## config.mk

```make
export PLATFORM = sky130hd
export DESIGN_NAME = match_sequencer
export DESIGN_NICKNAME = d
export VERILOG_FILES = /design/src/rtl/match_sequencer.sv
export SDC_FILE = /design/constraint.sdc
export NUM_CORES = 1
export LEC_CHECK = 0
export BUFFER_PORTS_ARGS = -buffer_cell sky130_fd_sc_hd__buf_2
export CAP_MARGIN = 20
export CORE_MARGIN = 2
export CORE_UTILIZATION = 60
export DETAILED_ROUTE_END_ITERATION = 6
export PLACE_DENSITY = 0.86
export SLEW_MARGIN = 5
export SYNTH_ARGS = -nofsm -noshare
export SYNTH_HDL_FRONTEND = slang
export SYNTH_SLANG_ARGS = --single-unit
```

## constraint.sdc

```tcl
create_clock -name pixelClock -period 4.5 [get_ports pixelClock]
set_input_delay 0.9 -clock pixelClock [delete_from_list [all_inputs] [get_ports pixelClock]]
set_output_delay 0.9 -clock pixelClock [all_outputs]
set_load 0.1 [all_outputs]
```

## src/rtl/match_sequencer.sv

```systemverilog
// ---------------------------------------------------------------------------
// match_sequencer
//
// Frame-rate controller for the air-hockey match. It owns the match state
// machine (title, serve, play, goal pause, game over and optional pause),
// keeps both scores, times the serve and post-goal pauses, and raises the
// ball speed as the paddle-hit rally grows.
//
// Every state update is qualified by the one-cycle vSyncStart frame tick, so
// all timing here is counted in frames, not pixel clocks.
//
// Optional feature macro: MATCH_SEQUENCER_PAUSE_EN
//   Defined   : buttons[1] toggles PLAYING <-> PAUSED (state code 5); start
//               while paused abandons the match back to TITLE.
//   Undefined : buttons[1] is ignored and state code 5 never appears.
//
// Ports
//   pixelClock                  in   system pixel clock
//   resetN                      in   asynchronous active-low reset
//   vSyncStart                  in   one-cycle frame tick
//   buttons[7:0]                in   bit0 = start, bit1 = pause
//   collisionBallScreenLeft     in   ball at left edge  -> computer scores
//   collisionBallScreenRight    in   ball at right edge -> player scores
//   collisionBallPlayerPaddle   in   ball touching player paddle
//   collisionBallComputerPaddle in   ball touching computer paddle
//   gameState[7:0]              out  current state code (0..5)
//   playerScore[3:0]            out  player goals, 0..WIN_SCORE
//   computerScore[3:0]          out  computer goals, 0..WIN_SCORE
//   ballSpeed[7:0]              out  speed applied to both ball axes
//   countdown[7:0]              out  frames left in SERVE/GOAL, else 0
//   serveRight                  out  1 = next serve travels toward computer
// ---------------------------------------------------------------------------
module match_sequencer #(
  parameter int SERVE_FRAMES  = 120,
  parameter int GOAL_FRAMES   = 60,
  parameter int WIN_SCORE     = 7,
  parameter int BASE_SPEED    = 5,
  parameter int MAX_SPEED     = 12,
  parameter int HITS_PER_STEP = 4
) (
  input  logic       pixelClock,
  input  logic       resetN,
  input  logic       vSyncStart,
  input  logic [7:0] buttons,
  input  logic       collisionBallScreenLeft,
  input  logic       collisionBallScreenRight,
  input  logic       collisionBallPlayerPaddle,
  input  logic       collisionBallComputerPaddle,
  output logic [7:0] gameState,
  output logic [3:0] playerScore,
  output logic [3:0] computerScore,
  output logic [7:0] ballSpeed,
  output logic [7:0] countdown,
  output logic       serveRight
);

  // State codes are part of the interface: the ball, paddles and renderer
  // all decode gameState numerically.
  typedef enum logic [2:0] {
    TITLE    = 3'd0,
    SERVE    = 3'd1,
    PLAYING  = 3'd2,
    GOAL     = 3'd3,
    GAMEOVER = 3'd4,
    PAUSED   = 3'd5
  } stateT;

  localparam logic [7:0] SERVE_LOAD = 8'(SERVE_FRAMES - 1);
  localparam logic [7:0] GOAL_LOAD  = 8'(GOAL_FRAMES - 1);
  localparam logic [3:0] WIN        = 4'(WIN_SCORE);
  localparam logic [7:0] BASE       = 8'(BASE_SPEED);
  localparam logic [7:0] MAX        = 8'(MAX_SPEED);
  localparam logic [7:0] HIT_LAST   = 8'(HITS_PER_STEP - 1);

  stateT      state;
  logic [7:0] hitCount;

  // Previous-tick samples used for press / first-contact detection.
  logic       prevStart;
  logic       prevPaddle;

  logic       startPress;
  logic       paddleTouch;
  logic       hitEdge;
  logic [3:0] playerNext;
  logic [3:0] computerNext;

`ifdef MATCH_SEQUENCER_PAUSE_EN
  logic       prevPause;
  logic       pausePress;
  logic       unusedButtons;

  assign unusedButtons = ^buttons[7:2];
`else
  logic       unusedButtons;

  assign unusedButtons = ^buttons[7:1];
`endif

  // Press and contact events are edges measured at frame rate, so a button
  // or paddle contact that spans several frames still counts only once.
  assign startPress  = buttons[0] & ~prevStart;
  assign paddleTouch = collisionBallPlayerPaddle | collisionBallComputerPaddle;
  assign hitEdge     = paddleTouch & ~prevPaddle;
`ifdef MATCH_SEQUENCER_PAUSE_EN
  assign pausePress  = buttons[1] & ~prevPause;
`endif

  assign playerNext   = playerScore + 4'd1;
  assign computerNext = computerScore + 4'd1;

  assign gameState = {5'd0, state};

  // Edge-detect history. Sampled on every frame tick regardless of state so
  // that a button held across a state change is not seen as a new press.
  always_ff @(posedge pixelClock or negedge resetN) begin
    if (!resetN) begin
      prevStart  <= 1'b0;
      prevPaddle <= 1'b0;
`ifdef MATCH_SEQUENCER_PAUSE_EN
      prevPause  <= 1'b0;
`endif
    end else if (vSyncStart) begin
      prevStart  <= buttons[0];
      prevPaddle <= paddleTouch;
`ifdef MATCH_SEQUENCER_PAUSE_EN
      prevPause  <= buttons[1];
`endif
    end
  end

  // Match state machine with all of its registered outputs. Entering SERVE
  // always reloads the serve timer, resets the ball speed and clears the
  // rally hit counter, whichever state it is entered from.
  always_ff @(posedge pixelClock or negedge resetN) begin
    if (!resetN) begin
      state         <= TITLE;
      playerScore   <= 4'd0;
      computerScore <= 4'd0;
      ballSpeed     <= BASE;
      countdown     <= 8'd0;
      serveRight    <= 1'b1;
      hitCount      <= 8'd0;
    end else if (vSyncStart) begin
      case (state)
        TITLE: begin
          if (startPress) begin
            playerScore   <= 4'd0;
            computerScore <= 4'd0;
            serveRight    <= 1'b1;
            countdown     <= SERVE_LOAD;
            ballSpeed     <= BASE;
            hitCount      <= 8'd0;
            state         <= SERVE;
          end
        end

        SERVE: begin
          if (countdown == 8'd0) begin
            state <= PLAYING;
          end else begin
            countdown <= countdown - 8'd1;
          end
        end

        // Left-edge goal outranks right-edge goal, and any goal outranks a
        // paddle hit on the same frame.
        PLAYING: begin
`ifdef MATCH_SEQUENCER_PAUSE_EN
          if (pausePress) begin
            state <= PAUSED;
          end else
`endif
          if (collisionBallScreenLeft) begin
            computerScore <= computerNext;
            serveRight    <= 1'b1;
            if (computerNext == WIN) begin
              state <= GAMEOVER;
            end else begin
              countdown <= GOAL_LOAD;
              state     <= GOAL;
            end
          end else if (collisionBallScreenRight) begin
            playerScore <= playerNext;
            serveRight  <= 1'b0;
            if (playerNext == WIN) begin
              state <= GAMEOVER;
            end else begin
              countdown <= GOAL_LOAD;
              state     <= GOAL;
            end
          end else if (hitEdge) begin
            // Every HITS_PER_STEP hits bump the speed by one, capped at MAX.
            if (hitCount == HIT_LAST) begin
              hitCount <= 8'd0;
              if (ballSpeed < MAX) begin
                ballSpeed <= ballSpeed + 8'd1;
              end
            end else begin
              hitCount <= hitCount + 8'd1;
            end
          end
        end

        GOAL: begin
          if (countdown == 8'd0) begin
            countdown <= SERVE_LOAD;
            ballSpeed <= BASE;
            hitCount  <= 8'd0;
            state     <= SERVE;
          end else begin
            countdown <= countdown - 8'd1;
          end
        end

        GAMEOVER: begin
          if (startPress) begin
            playerScore   <= 4'd0;
            computerScore <= 4'd0;
            serveRight    <= 1'b1;
            countdown     <= SERVE_LOAD;
            ballSpeed     <= BASE;
            hitCount      <= 8'd0;
            state         <= SERVE;
          end
        end

`ifdef MATCH_SEQUENCER_PAUSE_EN
        // Everything is frozen while paused; only the two buttons act.
        PAUSED: begin
          if (startPress) begin
            playerScore   <= 4'd0;
            computerScore <= 4'd0;
            state         <= TITLE;
          end else if (pausePress) begin
            state <= PLAYING;
          end
        end
`endif

        default: begin
          state <= TITLE;
        end
      endcase
    end
  end

endmodule

```

After elaboration in Yosys (flattened, before gate mapping)
Index checks and enable logic that the tools add are counted.
{"block": "op_classes", "n_addsub": 5, "order_cmp": 1, "n_eq_ne": 21, "n_mux": 41, "n_bitwise": 5, "n_reduce_logical": 13}
{"operator": "$mux 8", "n": 20}
{"operator": "$pmux 8 s3", "n": 2}
{"operator": "$pmux 8 s4", "n": 1}
{"operator": "$mux 3", "n": 7}
{"operator": "$ne 2x2->1 const B", "n": 10}
{"operator": "$add 8x1->8 const B", "n": 2}
{"operator": "$mux 4", "n": 4}
{"operator": "$pmux 4 s2", "n": 2}
{"operator": "$reduce_and 7->1", "n": 2}
{"operator": "$pmux 3 s4", "n": 1}
{"operator": "$reduce_and 5->1", "n": 2}
{"operator": "$ne 3x3->1 const B", "n": 3}
{"operator": "$reduce_and 9->1", "n": 1}
{"operator": "$add 4x1->4 const B", "n": 2}
{"operator": "$eq 4x3->1 const B", "n": 2}
{"operator": "$eq 8x2->1 const B", "n": 1}
{"operator": "$logic_not 8->1", "n": 1}
{"operator": "$lt 8x4->1 const B", "n": 1}
{"operator": "$reduce_and 4->1", "n": 2}
{"operator": "$sub 8x1->8 const B", "n": 1}
{"operator": "$eq 3x2->1 const B", "n": 2}
{"operator": "$reduce_bool 4->1", "n": 1}
{"operator": "$eq 3x1->1 const B", "n": 1}
{"operator": "$eq 3x3->1 const B", "n": 1}
{"operator": "10 further kinds", "n": 14}
{"block": "word_totals", "register_bits": 38, "in_bits": 15, "out_inout_bits": 33, "wordCells": 95}

Depth between registers and ports, before layout
{"block": "depth", "word_depth": 7, "depth_mapped": 8, "ltp_nobuf": 7}

Worst setup path before layout
Ideal clock, no wire load.
{"block": "synth_timing", "path_type": "register to register", "start": "reg computerScore[1]", "end": "reg countdown[2]", "setup_ns": 0.127, "t_arrival_ns": 2.629, "required_time_ns": 4.373, "path_slack_ns": 1.744, "stages_incl_launch_ff": 7, "path_buffers": 0, "synth_period_minus_slack_ns": 2.756, "path_cell_list": "dfrtp_1 > ha_1 > or3b_1 > o22ai_2 > nor4_4 > o21a_4 > a221o_1"}
{"block": "synth_via", "elab_chain_len": 4}
{"item": "from (decl)", "line_no": "51", "text": "output logic [3:0] computerScore,"}
{"item": "from (signal assigned)", "line_no": "175", "text": "computerScore <= computerNext;"}
{"item": "$add 4x1->4", "line_no": "110", "text": "assign computerNext = computerScore + 4'd1;"}
{"item": "$eq 4x3->1", "line_no": "177", "text": "if (computerNext == WIN) begin"}
{"item": "$ne 3x3->1 (no line)"}
{"item": "$reduce_and 7->1 (no line)"}
{"item": "to (signal assigned)", "line_no": "162", "text": "countdown <= countdown - 8'd1;"}
{"item": "to (signal assigned)", "line_no": "212", "text": "countdown <= countdown - 8'd1;"}
{"item": "to (decl)", "line_no": "53", "text": "output logic [7:0] countdown,"}
Every way passes these cells.
A chain may end at the register's enable or synchronous reset.

Final worst setup path
{"block": "layout_timing", "start": "reg state[0]", "end": "out gameState[0]"}
{"item": "from (decl)", "line_no": "75", "text": "stateT state;"}
{"item": "from (signal assigned)", "line_no": "137", "text": "state <= TITLE;"}
{"item": "from (signal assigned)", "line_no": "154", "text": "state <= SERVE;"}
{"item": "from (signal assigned)", "line_no": "160", "text": "state <= PLAYING;"}
{"item": "to (decl)", "line_no": "49", "text": "output logic [7:0] gameState,"}
No word-level cell between the ends.

==> metrics.md <==
| Metric | Value |
|---|---|
| Clk_skew | 0.00670 ns |
| Port Buffers | 35 |
| Drt first pass iters | 4 |
| Critical path class | register to output port |
| Worst setup EP type | output port |
| Clock Tree Buf Depth | 2 |
| Area of the mapped netlist | 2480 um^2 |
| Max-slew headroom | 44.7% |
| Row count | 23 |
| Largest net degree at the start of global routing | 39 |
| Post-cts repair resize count | 0 |
| WP buf/inv | 1 |
| Hold_buf cts | 0 |
| Worst VDD drop | roughly 0.00064 V |
| Crit-path cells | buf_2 |
| Final cell count without fillers | ~340 |
| CP top delay family | flip-flops |
| Post-DRT Antenna Nets | 0 |
| CTS clk-pin slew, worst paths | 0.07 ns |
| Starting density of the core | 62.1% |
| Flops & latches, synth | 38 |
| CP Max Fanout | 18 |
| Overflow after GRT | 0 |
| Max Freq | 0.408 GHz |
| H-tree depth | 2 |
| Vias in the first global route | 1859 |
| Overall Power | 1.89 mW |
| Area delta synth->final | 10.6% |
| Clk Latency, worst-skew pair | 0.30 ns |
| Worst hold path class | register to register |
| Leak Pwr | 1.23 nW |
| Hold path depth | 2 |
| Slowest library cell on the worst path | dfrtp_1 |
| Die X | 68.3 um |
| Share of cells above drive strength 1 | 23.3% |
| Drt total wl | 5480 um |
| CTS buffer count | 5 |
| Core ar. | 4000 um^2 |
| Post-CTS setup buffer count | 0 |
| EDFF count, synth | 0 |
| R2R depth | 6 |
| Post-Place Cells | 334 |
| Max cap viols | 0 |
| CTS tree | built |
| Via count | 2110 |
| Synth cell types | 64 |
| Ys Warns | 0 |
| Final setup viols | 0 |
| Nets | 313 |
| Post-DP HPWL | 3790 um |
| CP peak stage delay | roughly 0.71 ns |
| Register-to-register setup slack | ~2.2 ns |
| Clk root buf | clkbuf_8 |
| Worst Path Required | 3.60 ns |
| Clock sinks | 38 |
| Ys async rst share | 100% |
| WL/cell | 16.0 um |
| Ports | 48 |
| Post-DR vias/cell | 6.17 |
| Outcome | completed |
| Final hold vios | 0 |
| Stages on worst setup path | 1 |
| GRT Total Usage | 25.9% |
| Drt initial violations | 177 |
| Worst Setup Start Kind | register |
| CP arrival | approximately 1.6 ns |
| Die area | around 4700 um^2 |
| GPL Wtd Cong | 0.887 |
| Final Max Slew Viols | 0 |
| Post-route setup TNS | 0 ns |
| Die height | around 68 um |
| Antenna violations before repair | 0 |
| Average size of a mapped cell | 9.58 um^2 |
| Tmin final | 2.45 ns |
| Final worst-path cycle share | 54.5% |
| DRC | 0 |
| Diode count | 0 |
| Final Hold Slack | 0.497 ns |
| RSZ-0062 raised after global routing | no |
| Post-synthesis sequential area ratio | 38.5% |
| First-pass GRT wire length | 8940 um |
| Power density cells | between 600 and 700 nW/um^2 |
| Cell count after synthesis | approximately 260 |
| Measured slew at the worst slew-check pin | just over 0.8 ns |
| Main synth FF type | dfrtp_1 |
cell usage after synthesis (2+ instances only):
cell type,n,area share (%)
a211oi_1,2,0.60
a21o_1,7,2.1
a21oi_1,12,2.4
a22o_1,5,1.8
a31oi_1,6,1.5
and2_4,2,0.71
and3_1,5,1.3
buf_2,3,0.60
buf_4,5,1.5
buf_6,4,1.8
clkbuf_1,2,0.30
dfrtp_1,35,35
dfstp_2,3,3.2
ha_1,7,3.5
inv_1,10,1.5
nand2_1,23,3.5
nand2b_1,5,1.3
nand3_1,10,2.0
nand4_1,5,1.3
nand4bb_1,2,0.91
nor2_1,18,2.7
nor2b_1,2,0.50
nor3_1,5,1.0
nor3b_1,5,1.5
nor4_4,2,1.7
o211a_1,2,0.81
o211ai_1,4,1.2
o21ai_0,25,5.0
o31ai_1,4,1.2
or2_2,3,0.76
or3_1,2,0.50
or4_1,2,0.60
metal layers:
metal | vias to the layer above | part of all wire (%) | GRT usage [%]
met2 | 61 | 50 | 42.2
met3 | 8 | 5.1 | 4.11
met4 | 0 | 1.5 | 8.75
met5 | - | 0 | 0
li1 | 1031 | - | -
met1 | 1010 | 43 | 34.9
power breakdown:
group | leakage, nW | switching [mW] | internal (mW)
clock network | 0.0585 | 0.124 | 0.181
registers | 0.479 | 0.136 | 0.433
logic | 0.688 | 0.799 | 0.220
total | 1.23 | 1.06 | 0.834
cell type report:
type,count,area (um^2)
Clock buffer,7,86.3
Clock inverter,1,30.0
Fill cell,328,1250
Inverter,10,37.5
Multi-Input combinational cell,201,1400
Sequential cell,38,955
Tap cell,50,62.6
Timing Repair Buffer,35,175
per-stage QoR:
step           area (um^2)  utilization (%)  setup WS [ns]
6_report              2750             68.7           2.05
5_1_grt               2750             68.7           1.99
4_1_cts               2750             68.7           2.07
3_5_place_dp          2630             65.7           2.03
3_3_place_gp          2630             65.7           2.04
2_1_floorplan         2500                -           1.74
worst paths after layout:
| kind | startpoint | end |
|---|---|---|
| setup / recovery | state[0] | gameState[0] |
| hold / removal | serveRight | serveRight |
| setup reg to reg | computerScore[0] | countdown[1] |
| hold reg to reg | serveRight | serveRight |
| max in group asynchronous | resetN | prevPaddle |
| min in group asynchronous | resetN | countdown[1] |
cells in the final DEF, fill, tap and decap left out, types with 3 or more instances in the layout:
| cell type | instances |
|---|---|
| nor3b_1 | 5 |
| or2_2 | 3 |
| dfrtp_1 | 35 |
| conb_1 | 5 |
| nor2_1 | 18 |
| buf_2 | 35 |
| and3_1 | 5 |
| a31oi_1 | 6 |
| a22o_1 | 5 |
| a21oi_1 | 12 |
| ha_1 | 7 |
| clkbuf_8 | 6 |
| o31ai_1 | 4 |
| nand4_1 | 5 |
| nand3_1 | 10 |
| inv_1 | 10 |
| dfstp_2 | 3 |
| nor3_1 | 5 |
| o211ai_1 | 4 |
| nand2b_1 | 5 |
| nand2_1 | 23 |
| a21o_1 | 7 |
| o21ai_0 | 25 |
kinds of logic after synthesis:
kind of cell    share of synthesized area [%]
compound gates                           26.9
xor+xnor                                0.353
simple gates                             23.8
buf+inv                                  5.75
fa+ha+maj                                3.53
mux                                      1.06
flops                                    38.5
other cells                             0.151
tightest hold or removal path, delay by kind of cell (launching register included):
family	cells	cell delay [ns]
flip-flops	1	0.37
AO/OA/AOI/OAI	1	0.08
buffers and inverters	1	0.05
state kept, by name, summed over array words and instances, names as in the netlist:
register	flops
state	3
playerScore	4
prevPaddle	1
countdown	8
ballSpeed	8
serveRight	1
computerScore	4
prevStart	1
hitCount	8
Note: power is estimated with default switching activity, not from simulation.
